`src/rtl/button_event_queue.sv`:
```
// button_event_queue: turns debounced button rises into button-index events queued in a FIFO.
// Define BTN_HOLD_EN to add one hold event per press held for HOLD_CYCLES cycles.
module button_event_queue #(
    parameter int N_BTN       = 9,
    parameter int IDW         = 4,
    parameter int DEPTH       = 4,
    parameter int HOLD_CYCLES = 50000
) (
    input  logic                   clk,
    input  logic                   rst_n,
    input  logic [N_BTN-1:0]       pb_debounced,
    output logic                   evt_valid,
    input  logic                   evt_ready,
    output logic [IDW-1:0]         evt_id,
    output logic                   evt_hold,
    output logic [$clog2(DEPTH):0] evt_count,
    output logic                   ovf,
    input  logic                   ovf_clr
);
    localparam int AW = $clog2(DEPTH);
`ifdef BTN_HOLD_EN
    localparam int EW = IDW + 1;
`else
    localparam int EW = IDW;
`endif

    logic [N_BTN-1:0] prev_q, pending, rise, press_oh;
    logic [EW-1:0]    mem [DEPTH];
    logic [EW-1:0]    wr_data, head;
    logic [AW-1:0]    wr_ptr, rd_ptr;
    logic [AW:0]      count;
    logic             any_press, push, pop, ovf_set, not_full;
    logic [IDW-1:0]   press_id;

    assign rise      = pb_debounced & ~prev_q;
    assign evt_valid = count != '0;
    assign evt_count = count;
    assign pop       = evt_valid & evt_ready;
    assign not_full  = count != (AW+1)'(DEPTH);
    assign head      = mem[rd_ptr];
    assign evt_id    = evt_valid ? head[IDW-1:0] : '0;

    // Descending scan so the lowest pending index is the one left selected
    always_comb begin
        any_press = 1'b0;
        press_id  = '0;
        press_oh  = '0;
        for (int i = N_BTN - 1; i >= 0; i--) begin
            if (pending[i]) begin
                any_press   = 1'b1;
                press_id    = IDW'(i);
                press_oh    = '0;
                press_oh[i] = 1'b1;
            end
        end
    end

`ifdef BTN_HOLD_EN
    localparam int HCW = $clog2(HOLD_CYCLES + 1);
    logic [HCW-1:0]   hold_cnt [N_BTN];
    logic [N_BTN-1:0] hold_pend, hold_fire, hold_oh;
    logic             any_hold;
    logic [IDW-1:0]   hold_id;

    always_comb begin
        any_hold  = 1'b0;
        hold_id   = '0;
        hold_oh   = '0;
        hold_fire = '0;
        for (int i = N_BTN - 1; i >= 0; i--) begin
            hold_fire[i] = pb_debounced[i] && hold_cnt[i] == HCW'(HOLD_CYCLES - 1);
            if (hold_pend[i]) begin
                any_hold   = 1'b1;
                hold_id    = IDW'(i);
                hold_oh    = '0;
                hold_oh[i] = 1'b1;
            end
        end
    end

    // Counter saturates at HOLD_CYCLES so the hold fires once per press
    always_ff @(posedge clk or negedge rst_n) begin
        if (!rst_n) begin
            hold_pend <= '0;
            for (int i = 0; i < N_BTN; i++) hold_cnt[i] <= '0;
        end else begin
            hold_pend <= (hold_pend & ~(hold_oh & {N_BTN{push & ~any_press}})) | hold_fire;
            for (int i = 0; i < N_BTN; i++)
                hold_cnt[i] <= !pb_debounced[i] ? '0 :
                               hold_cnt[i] == HCW'(HOLD_CYCLES) ? hold_cnt[i] : hold_cnt[i] + 1'b1;
        end
    end

    assign push     = (any_press | any_hold) & not_full;
    assign wr_data  = any_press ? {1'b0, press_id} : {1'b1, hold_id};
    assign ovf_set  = (|(pending & rise)) | (|(hold_pend & hold_fire));
    assign evt_hold = evt_valid & head[IDW];
`else
    assign push     = any_press & not_full;
    assign wr_data  = press_id;
    assign ovf_set  = |(pending & rise);
    assign evt_hold = 1'b0;
`endif

    always_ff @(posedge clk or negedge rst_n) begin
        if (!rst_n) begin
            prev_q  <= '0;
            pending <= '0;
            wr_ptr  <= '0;
            rd_ptr  <= '0;
            count   <= '0;
            ovf     <= 1'b0;
        end else begin
            prev_q  <= pb_debounced;
            pending <= (pending & ~(press_oh & {N_BTN{push}})) | rise;
            if (push) wr_ptr <= wr_ptr + 1'b1;
            if (pop) rd_ptr <= rd_ptr + 1'b1;
            count   <= count + {{AW{1'b0}}, push} - {{AW{1'b0}}, pop};
            ovf     <= ovf_set | (ovf & ~ovf_clr);
        end
    end

    always_ff @(posedge clk) begin
        if (push) mem[wr_ptr] <= wr_data;
    end
endmodule

```
`config.mk`:
```
export PLATFORM = sky130hd
export DESIGN_NAME = button_event_queue
export DESIGN_NICKNAME = d
export VERILOG_FILES = /design/src/rtl/button_event_queue.sv
export SDC_FILE = /design/constraint.sdc
export NUM_CORES = 1
export LEC_CHECK = 0
export BUFFER_PORTS_ARGS = -buffer_cell sky130_fd_sc_hd__buf_2
export CAP_MARGIN = 10
export CORE_ASPECT_RATIO = 1.25
export CORE_UTILIZATION = 47
export CTS_CLUSTER_SIZE = 12
export DETAILED_ROUTE_END_ITERATION = 10
export PLACE_DENSITY = 0.78
export SLEW_MARGIN = 10
export SYNTH_ARGS = -nofsm -noshare
export SYNTH_HDL_FRONTEND = slang
export SYNTH_SLANG_ARGS = --single-unit
export TNS_END_PERCENT = 10
```
`constraint.sdc`:
```
create_clock -name clk -period 3.31 [get_ports clk]
set_input_delay 0.662 -clock clk [delete_from_list [all_inputs] [get_ports clk]]
set_output_delay 0.662 -clock clk [all_outputs]
set_load 0.05 [all_outputs]
```
# Word-level counts from Yosys, hierarchy flattened
# Memories as Yosys holds them, arrays and structs flattened.
# Cells that the tools add are included.
dict set report word_totals {
  ff_bits 26
  ram_bits 16
  in_bits 13
  out_inout_bits 10
  wordCells 56
  mem_count 1
}
dict set report classes {
  addsub 4
  eq_ne 1
  n_mux 30
  n_bitwise 12
  n_reduce_logical 2
}
# memory depth word_bits read_ports rd_clocked_by_memory_dff wr line_no
set memory_table {}
lappend memory_table {mem 4 4 1 0 1 28} ;# logic [EW-1:0] mem [DEPTH];
# operator n
set op_table {}
lappend op_table {{two-way mux 9 bit} 9}
lappend op_table {{two-way mux 4 bit} 10}
lappend op_table {{bitwise AND 9 bit} 4}
lappend op_table {{NOT 9 bit} 2}
lappend op_table {{two-way mux 1 bit} 11}
lappend op_table {{bitwise OR 9 bit} 1}
lappend op_table {{OR reduction 9 bit} 1}
lappend op_table {{adder 2 x 1 -> 2 bit (second input constant)} 2}
lappend op_table {{adder 3 x 1 -> 3 bit} 1}
lappend op_table {{bitwise AND 1 bit} 3}
lappend op_table {{inequality test 3 bit (second input constant)} 1}
lappend op_table {{nonzero test 3 bit} 1}
lappend op_table {{subtractor 3 x 1 -> 3 bit} 1}
lappend op_table {{NOT 1 bit} 1}
lappend op_table {{bitwise OR 1 bit} 1}

# Depth between registers and ports, before layout
dict set report logic_depth {
  depth_word 14
  mapped_depth 10
  depth_no_buf 10
}

# Worst setup path after synthesis
# No wires, ideal clock.
dict set report synth_path {
  kind {flip-flop to flip-flop}
  from {reg count[1] (netlist: evt_count[1])}
  to {reg count[2] (netlist: evt_count[2])}
  setup_ps 142
  arrival_ps 2703
  required_time_ps 3168
  setup_slack_ps 465
  path_stages_with_launch 9
  path_buffers 0
  synth_period_minus_slack_ps 2845
  cell_sequence {dfrtp_1 or3_1 and2_1 ha_1 inv_1 ha_1 fa_1 xor2_1 xnor2_1}
}
dict set report synth_via {
  word_cells_on_any_way 6
  classes_between {2 x add/sub; 1 x eq/ne; 2 x bitwise; 1 x reduce/logical}
}
# item line_no
set synth_rtl {}
lappend synth_rtl {{start: declaration} 31} ;# logic [AW:0] count;
lappend synth_rtl {{start signal: assignment} 118} ;# count <= count + {{AW{1'b0}}, push} - {{AW{1'b0}}, pop};
lappend synth_rtl {{nonzero test 3 bit} 36} ;# assign evt_valid = count != '0;
lappend synth_rtl {{via evt_valid} 12} ;# output logic evt_valid,
lappend synth_rtl {{bitwise AND 1 bit} 38} ;# assign pop = evt_valid & evt_ready;
lappend synth_rtl {{via pop} 32} ;# logic any_press, push, pop, ovf_set, not_full;
lappend synth_rtl {{subtractor 3 x 1 -> 3 bit} 118}
# The timed path passes the listed nets, and every way through them passes these cells.
# A chain may end at the register's enable or synchronous reset.

# Worst setup path in the final report
dict set report layout_path {
  from {reg pending[4]}
  to {reg count[2] (netlist: evt_count[2])}
}
dict set report layout_via {
  elab_chain_len 8
}
# item line_no
set layout_lines {}
lappend layout_lines {{start: declaration} 27} ;# logic [N_BTN-1:0] prev_q, pending, rise, press_oh;
lappend layout_lines {{start signal: assignment} 115} ;# pending <= (pending & ~(press_oh & {N_BTN{push}})) | rise;
lappend layout_lines {{two-way mux 1 bit (5 in series)} 49} ;# if (pending[i]) begin
lappend layout_lines {{bitwise AND 1 bit} 99} ;# assign push = any_press & not_full;
lappend layout_lines {{adder 3 x 1 -> 3 bit} 118}
lappend layout_lines {{subtractor 3 x 1 -> 3 bit} 118}
# No other way between the ends.

==> flow_metrics.env <==
export IMPL_p_int_w=0.00115
export IMPL_p_clk_share_pct=16.2
export IMPL_reg2regPathDepth=10
export IMPL_routed_wl_mm=2.99
export IMPL_drv_slew=0
export IMPL_initial_core_util_pct=48.8
export IMPL_synth_cells=142
export IMPL_p_leak_nw=0.909
export IMPL_pin_count=23
export IMPL_rsz0062_at_grt="no"
export IMPL_cts_made_buffers=5
export IMPL_crit_chain="or4_4, nor3_4, nor2_2, inv_2, ha_1, inv_1, ha_1, fa_1, xor2_1, xnor2_1"
export IMPL_ff_latch_area_mm2=0.00113
export IMPL_skew_ns=0.00844
export IMPL_setup_viol=0
export IMPL_vias_per_cell=5.00
export IMPL_post_cts_buffers=0
export IMPL_hp_class="in2async"
export IMPL_period_minus_slack_ns=2.58
export IMPL_tightestPinTransition_ns=0.564
export IMPL_final_util_pct=55.3
export IMPL_port_buffers=21
export IMPL_grt_max_degree=27
export IMPL_drt_initial_drc_count=26
export IMPL_grt_pass1_wl_mm=5.18
export IMPL_r2r_end="evt_count[2]"
export IMPL_violations="design-rule violations"
export IMPL_remaining_drc_errors=2
export IMPL_hold_ws_ns=0.352
export IMPL_worstPathArrival_ns=2.76
export IMPL_postSynthAreaPerCell_um2=13.0
export IMPL_yosysUniqueCellTypes=39
export IMPL_grt_pass1_vias=1169
export IMPL_final_area_mm2=0.00209
export IMPL_cts_max_path_buffers=2
export IMPL_drtAntennaViolNets=0
export IMPL_multi_input_area_um2=636
export IMPL_die_y_um=72.1
export IMPL_vias=1116
export IMPL_die_area_mm2=0.00418
export IMPL_core_area_mm2=0.00378
export IMPL_stdcell_count=223
export IMPL_gp_congestion=0.780
export IMPL_crit_type="reg2reg"
export IMPL_hpwlAfterDp_mm=2.25
export IMPL_status="complete, but fails checks"
export IMPL_placed_cells=215
export IMPL_worst_ep_required_time_ns=3.49
export IMPL_ys_seq_area_share_pct=61.3
export IMPL_yosysTopAreaCellShare_pct=35.3
export IMPL_clock_latency_ns=0.29
export IMPL_pwr_share_comb_pct=40.1
export IMPL_cts_sinks=42
export IMPL_fin_crit_sh_pct=77.9
export IMPL_startpoint_type="register"
export IMPL_synthToLayoutAreaGrowth_pct=13.4
export IMPL_cpPeakStageDelay_ns=0.61
export IMPL_reg2reg_slack_ns=0.73
export IMPL_netlist_area_mm2=0.00185
export IMPL_cts_resized=0
export IMPL_fill_cells=334
export IMPL_powerDensity_mw_per_mm2=935
export IMPL_ir_worst_vdd_mv=0.483
export IMPL_die_width_um=58.0
export IMPL_seqPwrFrac_pct=43.6
export IMPL_critPathMaxFanout=8
export IMPL_antennaDiodeCount=0
export IMPL_wl_per_cell_um=13.4
export IMPL_reg2reg_from="pending[4]"
export IMPL_slew_limit_headroom_pct=62.4
export IMPL_root_buffer="clkbuf_8"
export IMPL_drtPass1Iterations=7
export IMPL_fmax_mhz=388
export IMPL_synth_area_leaders="dfrtp_1 (35%), edfxtp_1 (26%), mux4_2 (4.9%)"
export IMPL_ctsHoldBuffers=0
export IMPL_synth_fp_nets=162
export IMPL_crit_path_frequent_cell="ha_1"
export IMPL_grt_usage_pct=16.7
export IMPL_floorplan_rows=25
export IMPL_cts_tree="done"
export IMPL_crit_path_end_kind="register"
export IMPL_antenna_found_initial=0
export IMPL_placed_cell_area_mm2=0.00201
export IMPL_synth_largest_area_cell="dfrtp_1"
export IMPL_p_sw_share_pct=41.1
export IMPL_yosysWarnings=0
export IMPL_final_hold_viol_count=0
export IMPL_grt_overflow=0
export IMPL_crit_path_top_delay_cell="or4_4"
export IMPL_path_clk_slew_ns=0.08
export IMPL_switching_power_w=0.000805
export IMPL_synth_seq_cells=42
export IMPL_drive_gt1_share_pct=23.1
export IMPL_finalNetCount=188
export IMPL_fin_tns_setup_ns=0
export IMPL_cap_viol_max_count=0
export IMPL_htree_levels=2
==> through the flow <==
stage / setup slack [ns] / power (W)
6_report: 0.731 / 0.00196
5_1_grt: 0.558 / 0.00208
3_3_place_gp: 0.825 / 0.00161
3_5_place_dp: 0.749 / 0.00166
4_1_cts: 0.724 / 0.00198
2_1_floorplan: 0.465 / 0.00146
==> cell usage after synthesis, drive strengths merged <==
library cell  instances
dfrtp                26
inv                  18
edfxtp               16
o21ai                10
and2                  9
ha                    6
nand2                 6
nand3b                5
mux4                  4
nor2                  4
nor3                  4
nand4                 3
or3                   3
xnor2                 3
a21oi                 2
nor2b                 2
nor3b                 2
o22ai                 2
or4                   2
xor2                  2
a21boi                1
a21o                  1
a221oi                1
a22o                  1
a31oi                 1
buf                   1
clkbuf                1
conb                  1
fa                    1
nand2b                1
o2111ai               1
o21bai                1
or3b                  1
==> worst max path at each step <==
stage / endpoint / slack [ns] / from
after global routing: evt_count[2] / 0.56 / pending[4]
after floorplan: evt_count[2] / 0.46 / evt_count[1]
after detailed placement: evt_count[2] / 0.75 / pending[4]
after global placement: evt_count[2] / 0.83 / pending[4]
final: evt_count[2] / 0.73 / pending[4]
after CTS: evt_count[2] / 0.72 / pending[4]
==> flip-flops by register name (all words and copies together), names as in the netlist <==
name and count:
pending 9, ovf 1, wr_ptr 2, prev_q 9, rd_ptr 2, mem 16, evt_count 3
==> area by class of cell <==
class,count,area share [%]
multi-input combinational,80,30.4
clock buffer,6,3.47
sequential,42,54.0
inverter,18,3.23
clock inverter,2,0.658
tap,54,3.23
timing repair buffer,21,5.02
==> critical path: cells and delay by family, from the launching register on <==
| family | cells | cell delay [ns] |
|---|---|---|
| xor+xnor | 2 | 0.30 |
| flops | 1 | 0.46 |
| buf+inv | 2 | 0.10 |
| fa+ha+maj | 3 | 0.68 |
| simple gates | 3 | 0.91 |
==> cells in the final DEF (no fill, tap or decap), drive strengths merged <==
cell / instances
dfrtp: 26
buf: 21
inv: 18
edfxtp: 16
o21ai: 10
and2: 9
nand2: 6
ha: 6
clkbuf: 6
nand3b: 5
mux4: 4
nor2: 4
nor3: 4
nand4: 3
or3: 3
xnor2: 3
nor2b: 2
a21oi: 2
o22ai: 2
xor2: 2
or4: 2
nor3b: 2
clkinv: 2
a21boi: 1
nand2b: 1
o21bai: 1
or3b: 1
o2111ai: 1
a22o: 1
a21o: 1
a221oi: 1
a31oi: 1
fa: 1
conb: 1
==> layer usage <==
layer  up-vias  wire [µm]  global-route usage [%]
li1        544          -                       -
met5         -          0                       0
met4         0         99                    8.99
met2        27       1540                    27.7
met3         9         91                    4.10
met1       536       1260                    19.9
==> kinds of logic after synthesis <==
kind of cell / synth area share (%)
compound gates: 7.25
xor+xnor: 2.37
fa+ha+maj: 5.15
buf+inv: 4.27
flops: 61.3
mux: 4.88
other cells: 0.203
simple gates: 14.6
==> power by group through the flow <==
stage / logic (W) / clock network (W) / registers [W]
after floorplan: 0.000575 / 0 / 0.000887
after global placement: 0.000763 / 0 / 0.000847
after detailed placement: 0.000791 / 0 / 0.000868
after CTS: 0.000794 / 0.000327 / 0.000857
after global routing: 0.000858 / 0.000346 / 0.000878
final: 0.000785 / 0.000318 / 0.000854
No activity file was read; power rests on OpenSTA's default activity.
